$ cat src/rtl/sms_card_rst_seq.sv
// Staggered multi-channel power-on reset sequencer with a restart trigger.
// Define SMS_RST_TRIG_SYNC_EN to pass trig through a two-flop synchronizer before use.
module sms_card_rst_seq #(
    parameter int unsigned CHANNELS       = 4,
    parameter int unsigned HOLD_CYCLES    = 20,
    parameter int unsigned STAGGER_CYCLES = 4
) (
    input  logic                clk,
    input  logic                rst_n,
    input  logic                trig,
    output logic [CHANNELS-1:0] a,
    output logic [CHANNELS-1:0] b,
    output logic                done
);

    localparam int unsigned MAX_CYC = (HOLD_CYCLES > STAGGER_CYCLES) ? HOLD_CYCLES
                                                                      : STAGGER_CYCLES;
    localparam int unsigned CNT_W   = $clog2(MAX_CYC + 1);
    localparam int unsigned IDX_W   = $clog2(CHANNELS) + 1;

    localparam logic [CNT_W-1:0] HOLD_LAST = CNT_W'(HOLD_CYCLES - 1);
    localparam logic [CNT_W-1:0] STAG_LAST = CNT_W'(STAGGER_CYCLES - 1);
    localparam logic [IDX_W-1:0] IDX_LAST  = IDX_W'(CHANNELS - 1);

    localparam logic [1:0] StHold    = 2'd0;
    localparam logic [1:0] StStagger = 2'd1;
    localparam logic [1:0] StRun     = 2'd2;

    logic [1:0]          state_q, state_d;
    logic [CNT_W-1:0]    cnt_q, cnt_d;
    logic [IDX_W-1:0]    idx_q, idx_d;
    logic [CHANNELS-1:0] a_q, a_d;
    logic                done_q, done_d;
    logic                trig_eff;

`ifdef SMS_RST_TRIG_SYNC_EN
    logic trig_meta_q, trig_sync_q;

    always_ff @(posedge clk) begin
        if (!rst_n) begin
            trig_meta_q <= 1'b0;
            trig_sync_q <= 1'b0;
        end else begin
            trig_meta_q <= trig;
            trig_sync_q <= trig_meta_q;
        end
    end

    assign trig_eff = trig_sync_q;
`else
    assign trig_eff = trig;
`endif

    always_comb begin
        state_d = state_q;
        cnt_d   = cnt_q;
        idx_d   = idx_q;
        a_d     = a_q;
        done_d  = done_q;
        if (trig_eff) begin
            // Restart behaves exactly like a system reset.
            state_d = StHold;
            cnt_d   = '0;
            idx_d   = '0;
            a_d     = '0;
            done_d  = 1'b0;
        end else begin
            case (state_q)
                StHold: begin
                    if (cnt_q == HOLD_LAST) begin
                        a_d[0] = 1'b1;
                        cnt_d  = '0;
                        if (CHANNELS == 1) begin
                            done_d  = 1'b1;
                            state_d = StRun;
                        end else begin
                            idx_d   = IDX_W'(1);
                            state_d = StStagger;
                        end
                    end else begin
                        cnt_d = cnt_q + 1'b1;
                    end
                end
                StStagger: begin
                    if (cnt_q == STAG_LAST) begin
                        for (int i = 0; i < int'(CHANNELS); i++) begin
                            if (idx_q == IDX_W'(i)) a_d[i] = 1'b1;
                        end
                        cnt_d = '0;
                        idx_d = idx_q + 1'b1;
                        if (idx_q == IDX_LAST) begin
                            done_d  = 1'b1;
                            state_d = StRun;
                        end
                    end else begin
                        cnt_d = cnt_q + 1'b1;
                    end
                end
                StRun: begin
                end
                default: begin
                    // Unreachable encoding: recover by restarting the sequence.
                    state_d = StHold;
                    cnt_d   = '0;
                    idx_d   = '0;
                    a_d     = '0;
                    done_d  = 1'b0;
                end
            endcase
        end
    end

    always_ff @(posedge clk) begin
        if (!rst_n) begin
            state_q <= StHold;
            cnt_q   <= '0;
            idx_q   <= '0;
            a_q     <= '0;
            done_q  <= 1'b0;
        end else begin
            state_q <= state_d;
            cnt_q   <= cnt_d;
            idx_q   <= idx_d;
            a_q     <= a_d;
            done_q  <= done_d;
        end
    end

    assign a    = a_q;
    assign b    = ~a_q;
    assign done = done_q;

endmodule
$ cat config.mk
export PLATFORM = sky130hd
export DESIGN_NAME = sms_card_rst_seq
export DESIGN_NICKNAME = d
export VERILOG_FILES = /design/src/rtl/sms_card_rst_seq.sv
export SDC_FILE = /design/constraint.sdc
export NUM_CORES = 1
export LEC_CHECK = 0
export ABC_AREA = 1
export ABC_CLOCK_PERIOD_IN_PS = 1650
export BUFFER_PORTS_ARGS = -buffer_cell sky130_fd_sc_hd__buf_2
export CAP_MARGIN = 20
export CORE_MARGIN = 3
export CORE_UTILIZATION = 45
export CTS_BUF_LIST = sky130_fd_sc_hd__clkbuf_8
export DETAILED_ROUTE_END_ITERATION = 7
export PLACE_DENSITY_LB_ADDON = 0.25
export SLEW_MARGIN = 20
export SYNTH_ARGS = -nofsm -noshare
export SYNTH_HDL_FRONTEND = slang
export SYNTH_SLANG_ARGS = --single-unit
$ cat constraint.sdc
create_clock -name clk -period 1.65 [get_ports clk]
set_clock_uncertainty 0.05 [all_clocks]
set_input_delay 0.165 -clock clk [delete_from_list [all_inputs] [get_ports clk]]
set_output_delay 0.165 -clock clk [all_outputs]
set_load 0.005 [all_outputs]
=== Word level (Yosys, flattened, before mapping) ===
Index checks and enable logic that the tools add are counted.

* Flip-flop bits (word level): 15
* Bits of input ports: 3
* Word-level logic and storage cells: 57

* Add/sub/neg operators: 2
* Equal/unequal tests: 13
* Mux-type cells: 20
* Bitwise logic cells: 4
* Reductions and logical operators: 10

{| class="wikitable"
|+ Operators with widths
! operator !! number
|-
| $pmux W5 S3 || 1
|-
| $ne A2 B2 Y1 const B || 6
|-
| $reduce_and A3 Y1 || 4
|-
| $mux W5 || 2
|-
| $pmux W3 S3 || 1
|-
| $reduce_and A4 Y1 || 2
|-
| $eq A3 B2 Y1 const B || 2
|-
| $mux W1 || 6
|-
| $mux W2 || 3
|-
| $mux W3 || 2
|-
| $pmux W2 S3 || 1
|-
| $pmux W3 S2 || 1
|-
| $add A5 B1 Y5 const B || 1
|-
| $eq A5 B2 Y1 const B || 1
|-
| $eq A5 B5 Y1 const B || 1
|-
| $mux W4 || 1
|-
| $not A4 Y4 || 1
|-
| $reduce_or A2 Y1 || 2
|-
| $add A3 B1 Y3 const B || 1
|-
| $eq A3 B1 Y1 const B || 1
|-
| $logic_not A3 Y1 || 1
|-
| $not A1 Y1 || 3
|-
| $pmux W1 S3 || 1
|-
| $eq A2 B1 Y1 const B || 1
|-
| 3 further kinds || 3
|}

=== Logic depth before layout (Yosys ltp) ===
Gate-level depths: netlist (run 1).

* Depth in word-level cells: 4
* Gate-level depth with buffers: 8
* Mapped depth without buffers: 8

=== Worst setup path before layout (run 1) ===
Ideal clock, no wire load.

* Kind: flip-flop to flip-flop
* Start point: reg cnt_q[0]
* End point: reg cnt_q[2]
* Setup time: 0.109 ns
* Arrival time: 1.069 ns
* Required time: 1.491 ns
* Slack: 0.422 ns
* Cell stages (with the launch flop): 9
* Path buffers: 0
* Cells stage by stage: dfxtp_1 -> ha_1 -> nand3_1 -> nand2_4 -> nand2_2 -> nand2_1 -> o21ai_1 -> nand2_1 -> inv_1

* Word-level cells in the longest chain between the ends: 3
* Elaborated cells between the ends (all ways): 6
* Classes of those cells: 1 x add/sub; 2 x eq/ne; 3 x mux

{| class="wikitable"
|+ Ends and longest elaborated chain
! item !! RTL line !! text
|-
| start, declared || 30 || <nowiki>logic [CNT_W-1:0] cnt_q, cnt_d;</nowiki>
|-
| start signal, assigned || 122 || <nowiki>cnt_q <= cnt_d;</nowiki>
|-
| $add A5 B1 Y5 (tied with other cells) || 81, 96 ||
|-
| $mux W5, on equally long branches || 85, 70 ||
|-
| $pmux W5 S3 * || 68 || <nowiki>case (state_q)</nowiki>
|}

Every way passes the cells marked *; elsewhere a longest branch is shown, timed or not.
A chain may end at the register's enable or synchronous reset.

=== Worst setup path after layout (run 1) ===
* Start point: reg cnt_q[0]
* End point: reg idx_q[0]

* Word-level cells in the longest chain between the ends: 3
* Elaborated cells between the ends (all ways): 5
* Classes of those cells: 4 x eq/ne; 1 x reduce/logical

{| class="wikitable"
|+ Ends and longest elaborated chain
! item !! RTL line !! text
|-
| $eq A5 B2 Y1 or $eq A5 B5 Y1 (tied branches) || 85, 70 ||
|-
| $ne A2 B2 Y1 (no source line) || n/a ||
|-
| $reduce_and A3 Y1 (no source line) * || n/a ||
|-
| end signal, assigned || 123 || <nowiki>idx_q <= idx_d;</nowiki>
|-
| end, declared || 31 || <nowiki>logic [IDX_W-1:0] idx_q, idx_d;</nowiki>
|}

Marked as above.

==> results of run 1 <==
==> layout make-up <==
type / count / area, µm² / share of cell area, %
inverter: 20 / 75.1 / 8.49
timing repair buffer: 11 / 55.1 / 6.22
tap: 16 / 20.0 / 2.26
sequential: 14 / 280 / 31.7
clock buffer: 3 / 41.3 / 4.67
multi-input combinational: 70 / 413 / 46.7
==> routing by layer <==
| metal | routed length, µm | part of all wire [%] | track usage (%) | vias up |
|---|---|---|---|---|
| li1 | - | - | - | 367 |
| met1 | 733 | 45 | 22.4 | 316 |
| met2 | 817 | 50 | 26.7 | 19 |
| met3 | 85 | 5.2 | 6.02 | 2 |
| met4 | 10 | 0.61 | 4.42 | 0 |
| met5 | 0 | 0 | 0 | - |
==> cells in the final DEF, fill, tap and decap left out, drive strengths merged <==
cell    instances
inv            20
o21ai           4
a31oi           1
buf            11
ha              6
nor2            5
nand4           4
or2             1
nand2          21
a21oi          16
dfxtp          14
nand3          11
clkbuf          3
xor2            1
==> kinds of logic after synthesis <==
kind of cell,after synthesis
flip-flops,14
AND/OR/NAND/NOR,42
buffers and inverters,21
adder cells (fa/ha/maj),6
XOR/XNOR,1
AO/OA/AOI/OAI,21
==> flip-flops by register name, indices dropped and copies added, names as in the netlist <==
signal   count
a            4
state_q      2
idx_q        3
cnt_q        5
==> power by group <==
part	switching (mW)	internal, mW
Combinational	0.0116	0.00667
Clock	0.118	0.162
Sequential	0.00224	0.341
Total	0.132	0.509
==> stage by stage <==
step / util (%) / worst slack [ns] / area [µm²] / std cells / hold slack, ns
floorplan: - / 0.422 / 776 / 105 / 0.267
global placement: 54.1 / 0.298 / 843 / 131 / 0.400
detailed placement: 54.1 / 0.267 / 843 / 131 / 0.410
CTS: 56.7 / 0.246 / 885 / 134 / 0.150
global route: 56.7 / 0.158 / 885 / 134 / 0.154
finish: 56.7 / 0.235 / 885 / 134 / 0.147
==> how the worst min path moves through the flow <==
| stage | to | slack, ns | from | cells after the start |
|---|---|---|---|---|
| after global routing | cnt_q[2] | 0.15 | trig | 4 |
| after floorplan | cnt_q[2] | 0.27 | trig | 3 |
| after CTS | cnt_q[2] | 0.15 | trig | 4 |
| after detailed placement | cnt_q[2] | 0.41 | trig | 4 |
| final | cnt_q[2] | 0.15 | trig | 4 |
| after global placement | idx_q[2] | 0.40 | idx_q[2] | 2 |
==> worst max-delay path, stage by stage, from the launching register on <==
cell and delay (ns):
dfxtp_1 0.37, ha_1 0.28, nand2_1 0.09, nor2_2 0.20, nand3_1 0.14, a21oi_1 0.20
==> key figures, run 1 <==
Outcome
  – Status: complete, no violations

Floorplanning
  – Chip Width: around 48 µm
  – Full die area: between 0.002 and 0.0025 mm²
  – IO Pins: 12
  – Chip height: 47.5 µm
  – Initial Util: 49.8%
  – Total core area: 0.00156 mm²
  – FP Rows: 14

Timing
  – RSZ-0062 raised after global routing: no
  – TNS Setup: 0 ns
  – Max-slew headroom: 73.7%
  – Tightest Pin Transition: around 0.39 ns
  – Hold violation total from the final report: 0
  – Crit path time final: 1.41 ns
  – Max Fclk: roughly 710 MHz
  – Final Cycle Share: between 80 and 90%
  – Max-slew violation count: 0
  – Final setup viols: 0

Setup path
  – Crit path max fanout: 6
  – Crit path DAT: between 1.5 and 2 ns
  – Crit Path Class: flip-flop to flip-flop
  – Reg-to-Reg End: idx_q[0]
  – Worst setup startpoint: cnt_q[0]
  – R2r setup slk: 0.24 ns
  – CP endpoint: idx_q[0]
  – Worst R2R Start: cnt_q[0]
  – Type of origin of the critical path: flip-flop
  – Worst R2R Path Depth: 5
  – CP required: 1.77 ns
  – Worst setup EP type: flip-flop

Synth
  – Share of the synthesized area in the top cell type: a little over a third
  – Average size of a mapped cell: 7.39 µm²
  – Predominant post-synthesis flop cell: dfxtp_1
  – Top-count cell post-synth: nand2_1
  – EDFF count, synth: 0
  – Post-Synth Simple-Gate Area: 28.7%
  – YS warnings: 0
  – Syn Nets: 114
  – Sequential fraction of the synthesis area: 36.1%
  – Compound-Gate Fraction of Synth Area: between 10% and 20%
  – Async set-reset flop share out of synthesis: 0%
  – Largest family of logic cells by synthesized area: simple AND/OR/NAND/NOR gates
  – Synth unique cells: 19
  – XOR/XNOR share of the synthesized area: approximately 1.1%
  – Mapped cell area: 776 µm²
  – Post-synth top area cell: dfxtp_1
  – Post-synthesis mux area share: 0%
  – Number of synthesized register bits: 14
  – Ranking of synthesized cells by area: dfxtp_1 36%, a21oi_1 10%, ha_1 9.7%
  – Synth top cells by count: 18 x nand2_1, 16 x a21oi_1, 16 x inv_1
  – Cells after Synth: 105
  – Adder-cell share of the synthesized area: about a tenth

Global routing
  – Grt ovf: 0
  – First-pass GRT wire length: around 2700 µm
  – Number of global-route vias before repair: around 630
  – Initial antenna violation count: 0
  – Total GRT Usage: approximately 17%
  – Largest net degree at the start of global routing: 9

Drt
  – Vias: a little over 700
  – Final WL: between 1500 and 2000 µm
  – DRT Pass-1 Iters: 4
  – Via/cell ratio: 5.25
  – DR WL/cell: 12.3 µm
  – Routed Antenna Nets: 0
  – Residual DRC count: 0
  – Initial DRC Count: 35

Final layout
  – Synth-to-layout area growth: 14.0%
  – Antenna Cells: 0
  – Fill count: 153
  – Share of layout cells above drive strength 1: between 20% and 30%
  – Layout net count: 129

Clocking
  – Post_cts resized: 0
  – CTS tree: done
  – TritonCTS Buffers: 3
  – Clk Latency, worst-skew pair: roughly 0.25 ns
  – Max Root-Sink Buffers: 2
  – # Post-CTS Setup Buffers: 0
  – TritonCTS Sinks: 14
  – CTS root buf: clkbuf_8
  – Clk slew on worst S/H paths: ~0.05 ns
  – Post-CTS Hold Buffers: 0
  – H-Tree Depth: 1

Hold path
  – Hold WC Path Type: input pin to flip-flop

Pwr
  – Max VDD drop: around 480 µV
  – Total power: approximately 640 µW
  – PD cells: a little over 700 mW/mm²
  – Pleak: between 0.3 and 0.4 nW

Placement
  – Final HPWL from detailed placement: ~1300 µm
  – IO Port Bufs: 11
  – RD Place Congestion: around 0.85

Run
  – Max-Cap Viols: 0
Power figures use the tool's default switching activity.
==> run 2: changes to the inputs <==
--- a/config.mk
+++ b/config.mk
@@ -13,6 +13,7 @@
 export CORE_UTILIZATION = 45
 export CTS_BUF_LIST = sky130_fd_sc_hd__clkbuf_8
 export DETAILED_ROUTE_END_ITERATION = 7
+export MAX_ROUTING_LAYER = met4
 export PLACE_DENSITY_LB_ADDON = 0.25
 export SLEW_MARGIN = 20
 export SYNTH_ARGS = -nofsm -noshare
==> run 2 against run 1 <==
Effect of this change: global-route usage increased by 0.54 points; wire length increased by 0.61%; count of clock-buffer cells in the layout unchanged; worst setup slack got worse by 0.013 ns; final cell count unchanged; flip-flop and latch count unchanged; highest routed layer unchanged.
==> key figures, run 2 (synthesized netlist as in run 1, its figures left out) <==
Timing
  – Max-slew headroom: 73.6% (-0.16 points)
  – Crit path time final: 1.43 ns (+0.0131 ns)
  – Max Fclk: 700 MHz (-0.92%)
  – Final Cycle Share: 86.6% (+0.80 points)
  – Hold violation total from the final report: 0 (unchanged)
  – Max-slew violation count: 0 (unchanged)
  – Worst hold slack: 0.148 ns (+0.00101 ns)
  – Final setup viols: 0 (unchanged)
  – Tightest Pin Transition: 0.396 ns (+0.00232 ns)
  – TNS Setup: 0 ns (unchanged)
  – RSZ-0062 raised after global routing: no

Drt
  – DR WL/cell: 12.4 µm (+0.61%)
  – Via/cell ratio: 5.36 (+2.0%)
  – Residual DRC count: 0 (unchanged)
  – Final WL: 1660 µm (+0.61%)
  – DRT Pass-1 Iters: 4 (unchanged)
  – Vias: 718 (+2.0%)
  – Routed Antenna Nets: 0 (unchanged)
  – Initial DRC Count: 25 (-29%)

Clocking
  – H-Tree Depth: 1 (unchanged)
  – TritonCTS Buffers: 3 (unchanged)
  – Post-CTS Hold Buffers: 0 (unchanged)
  – Clk slew on worst S/H paths: 0.05 ns (about the same)
  – TritonCTS Sinks: 14 (unchanged)
  – Max Root-Sink Buffers: 2 (unchanged)
  – # Post-CTS Setup Buffers: 0 (unchanged)
  – Clk Latency, worst-skew pair: 0.25 ns (about the same)
  – CTS root buf: clkbuf_8
  – Post_cts resized: 0 (unchanged)
  – CTS tree: done

Pwr
  – Max VDD drop: 479 µV (+0.11%)
  – PD cells: 725 mW/mm² (about the same)
  – Pleak: 0.374 nW (unchanged)

Setup path
  – Type of origin of the critical path: flip-flop
  – CP required: 1.77 ns (about the same)
  – Worst setup EP type: flip-flop
  – Buf/Inv on CP: 0 (unchanged)
  – Crit path max fanout: 6 (unchanged)
  – Slowest cell on crit path: dfxtp_1
  – Crit-path cells: ha_1, nand2_1, nor2_2, nand3_1, a21oi_1
  – Crit path DAT: 1.55 ns (+0.02 ns)
  – Crit Path Class: flip-flop to flip-flop
  – Crit-path max cell delay: 0.37 ns (about the same)
  – Cell family with most CP delay: simple AND/OR/NAND/NOR gates

Floorplanning
  – Full die area: 0.00226 mm² (unchanged)
  – Chip Width: 47.5 µm (unchanged)
  – Chip height: 47.5 µm (unchanged)
  – IO Pins: 12 (unchanged)
  – Total core area: 0.00156 mm² (unchanged)
  – Initial Util: 49.8% (unchanged)
  – FP Rows: 14 (unchanged)

Placement
  – Final HPWL from detailed placement: 1310 µm (unchanged)
  – RD Place Congestion: 0.862 (+1.6%)
  – Cell Area, Placed: 843 µm² (unchanged)
  – Placed cell count: 131 (unchanged)
  – IO Port Bufs: 11 (unchanged)

Hold path
  – Hold WC Path Type: input pin to flip-flop

Global routing
  – Largest net degree at the start of global routing: 9 (unchanged)
  – Initial antenna violation count: 0 (unchanged)
  – Total GRT Usage: 17.7% (+0.54 points)
  – First-pass GRT wire length: 2710 µm (unchanged)
  – Number of global-route vias before repair: 628 (-0.16%)
  – Grt ovf: 0 (unchanged)

Final layout
  – Core Util, Final: 56.7% (unchanged)
  – Share of layout cells above drive strength 1: 20.3% (unchanged)
  – Design Area, Final: 885 µm² (unchanged)
  – Synth-to-layout area growth: 14.0% (unchanged)
  – Biggest register: cnt_q
  – Most common cell after layout, fill and taps aside: nand2_1
  – Most frequent cells in the layout: 18 x nand2_1, 16 x inv_1, 16 x a21oi_1
  – Layout net count: 129 (unchanged)
  – Antenna Cells: 0 (unchanged)
  – Finished Layout Cells: 134 (unchanged)
  – Flip-flop count of the largest register after layout: 5 (unchanged)

Outcome
  – Status: complete, no violations

Run
  – Max-Cap Viols: 0 (unchanged)
==> run 2: cell counts in the layout (fill, tap and decap cells not counted) <==
Identical to the previous run, type by type.
==> run 2: path summary, 6_finish.rpt <==
kind	slack (ns)	depth (start not counted)	startpoint	endpoint
worst max-delay path	0.22	5	cnt_q[0]	idx_q[0]
worst max register to register	0.22	5	cnt_q[0]	idx_q[0]
worst min register to register	0.42	2	idx_q[2]	idx_q[2]
worst min-delay path	0.15	4	trig	cnt_q[2]
==> run 2: layout make-up <==
type                    count  area (µm²)
clock buffers               3        41.3
repair buffers             11        55.1
well taps                  16        20.0
multi-input cells          70         413
inverters                  20        75.1
fillers                   153         674
flip-flops and latches     14         280
==> run 2: metrics by stage <==
stage               setup WS (ns)  power [mW]
detailed placement          0.267       0.369
CTS                         0.246       0.648
global route                0.158       0.661
finish                      0.222       0.641
floorplan                   0.422       0.362
global placement            0.298       0.369
==> run 2: routing by layer <==
metal	up-vias	global-route usage, %	wire length (µm)
li1	366	-	-
met2	24	26.7	787
met1	322	22.4	746
met4	0	4.42	23
met5	-	-	0
met3	6	6.02	100
==> run 2: where the power goes <==
| group | total (mW) | switching (mW) | internal [mW] | leakage [nW] |
|---|---|---|---|---|
| registers | 0.343 | 0.00225 | 0.341 | 0.113 |
| logic | 0.0184 | 0.0117 | 0.00667 | 0.240 |
| clock network | 0.280 | 0.118 | 0.162 | 0.0216 |
==> run 2: worst register-to-register path, stage by stage, from the launching register on <==
cell,delay (ns)
dfxtp_1,0.37
ha_1,0.28
nand2_1,0.10
nor2_2,0.20
nand3_1,0.14
a21oi_1,0.20
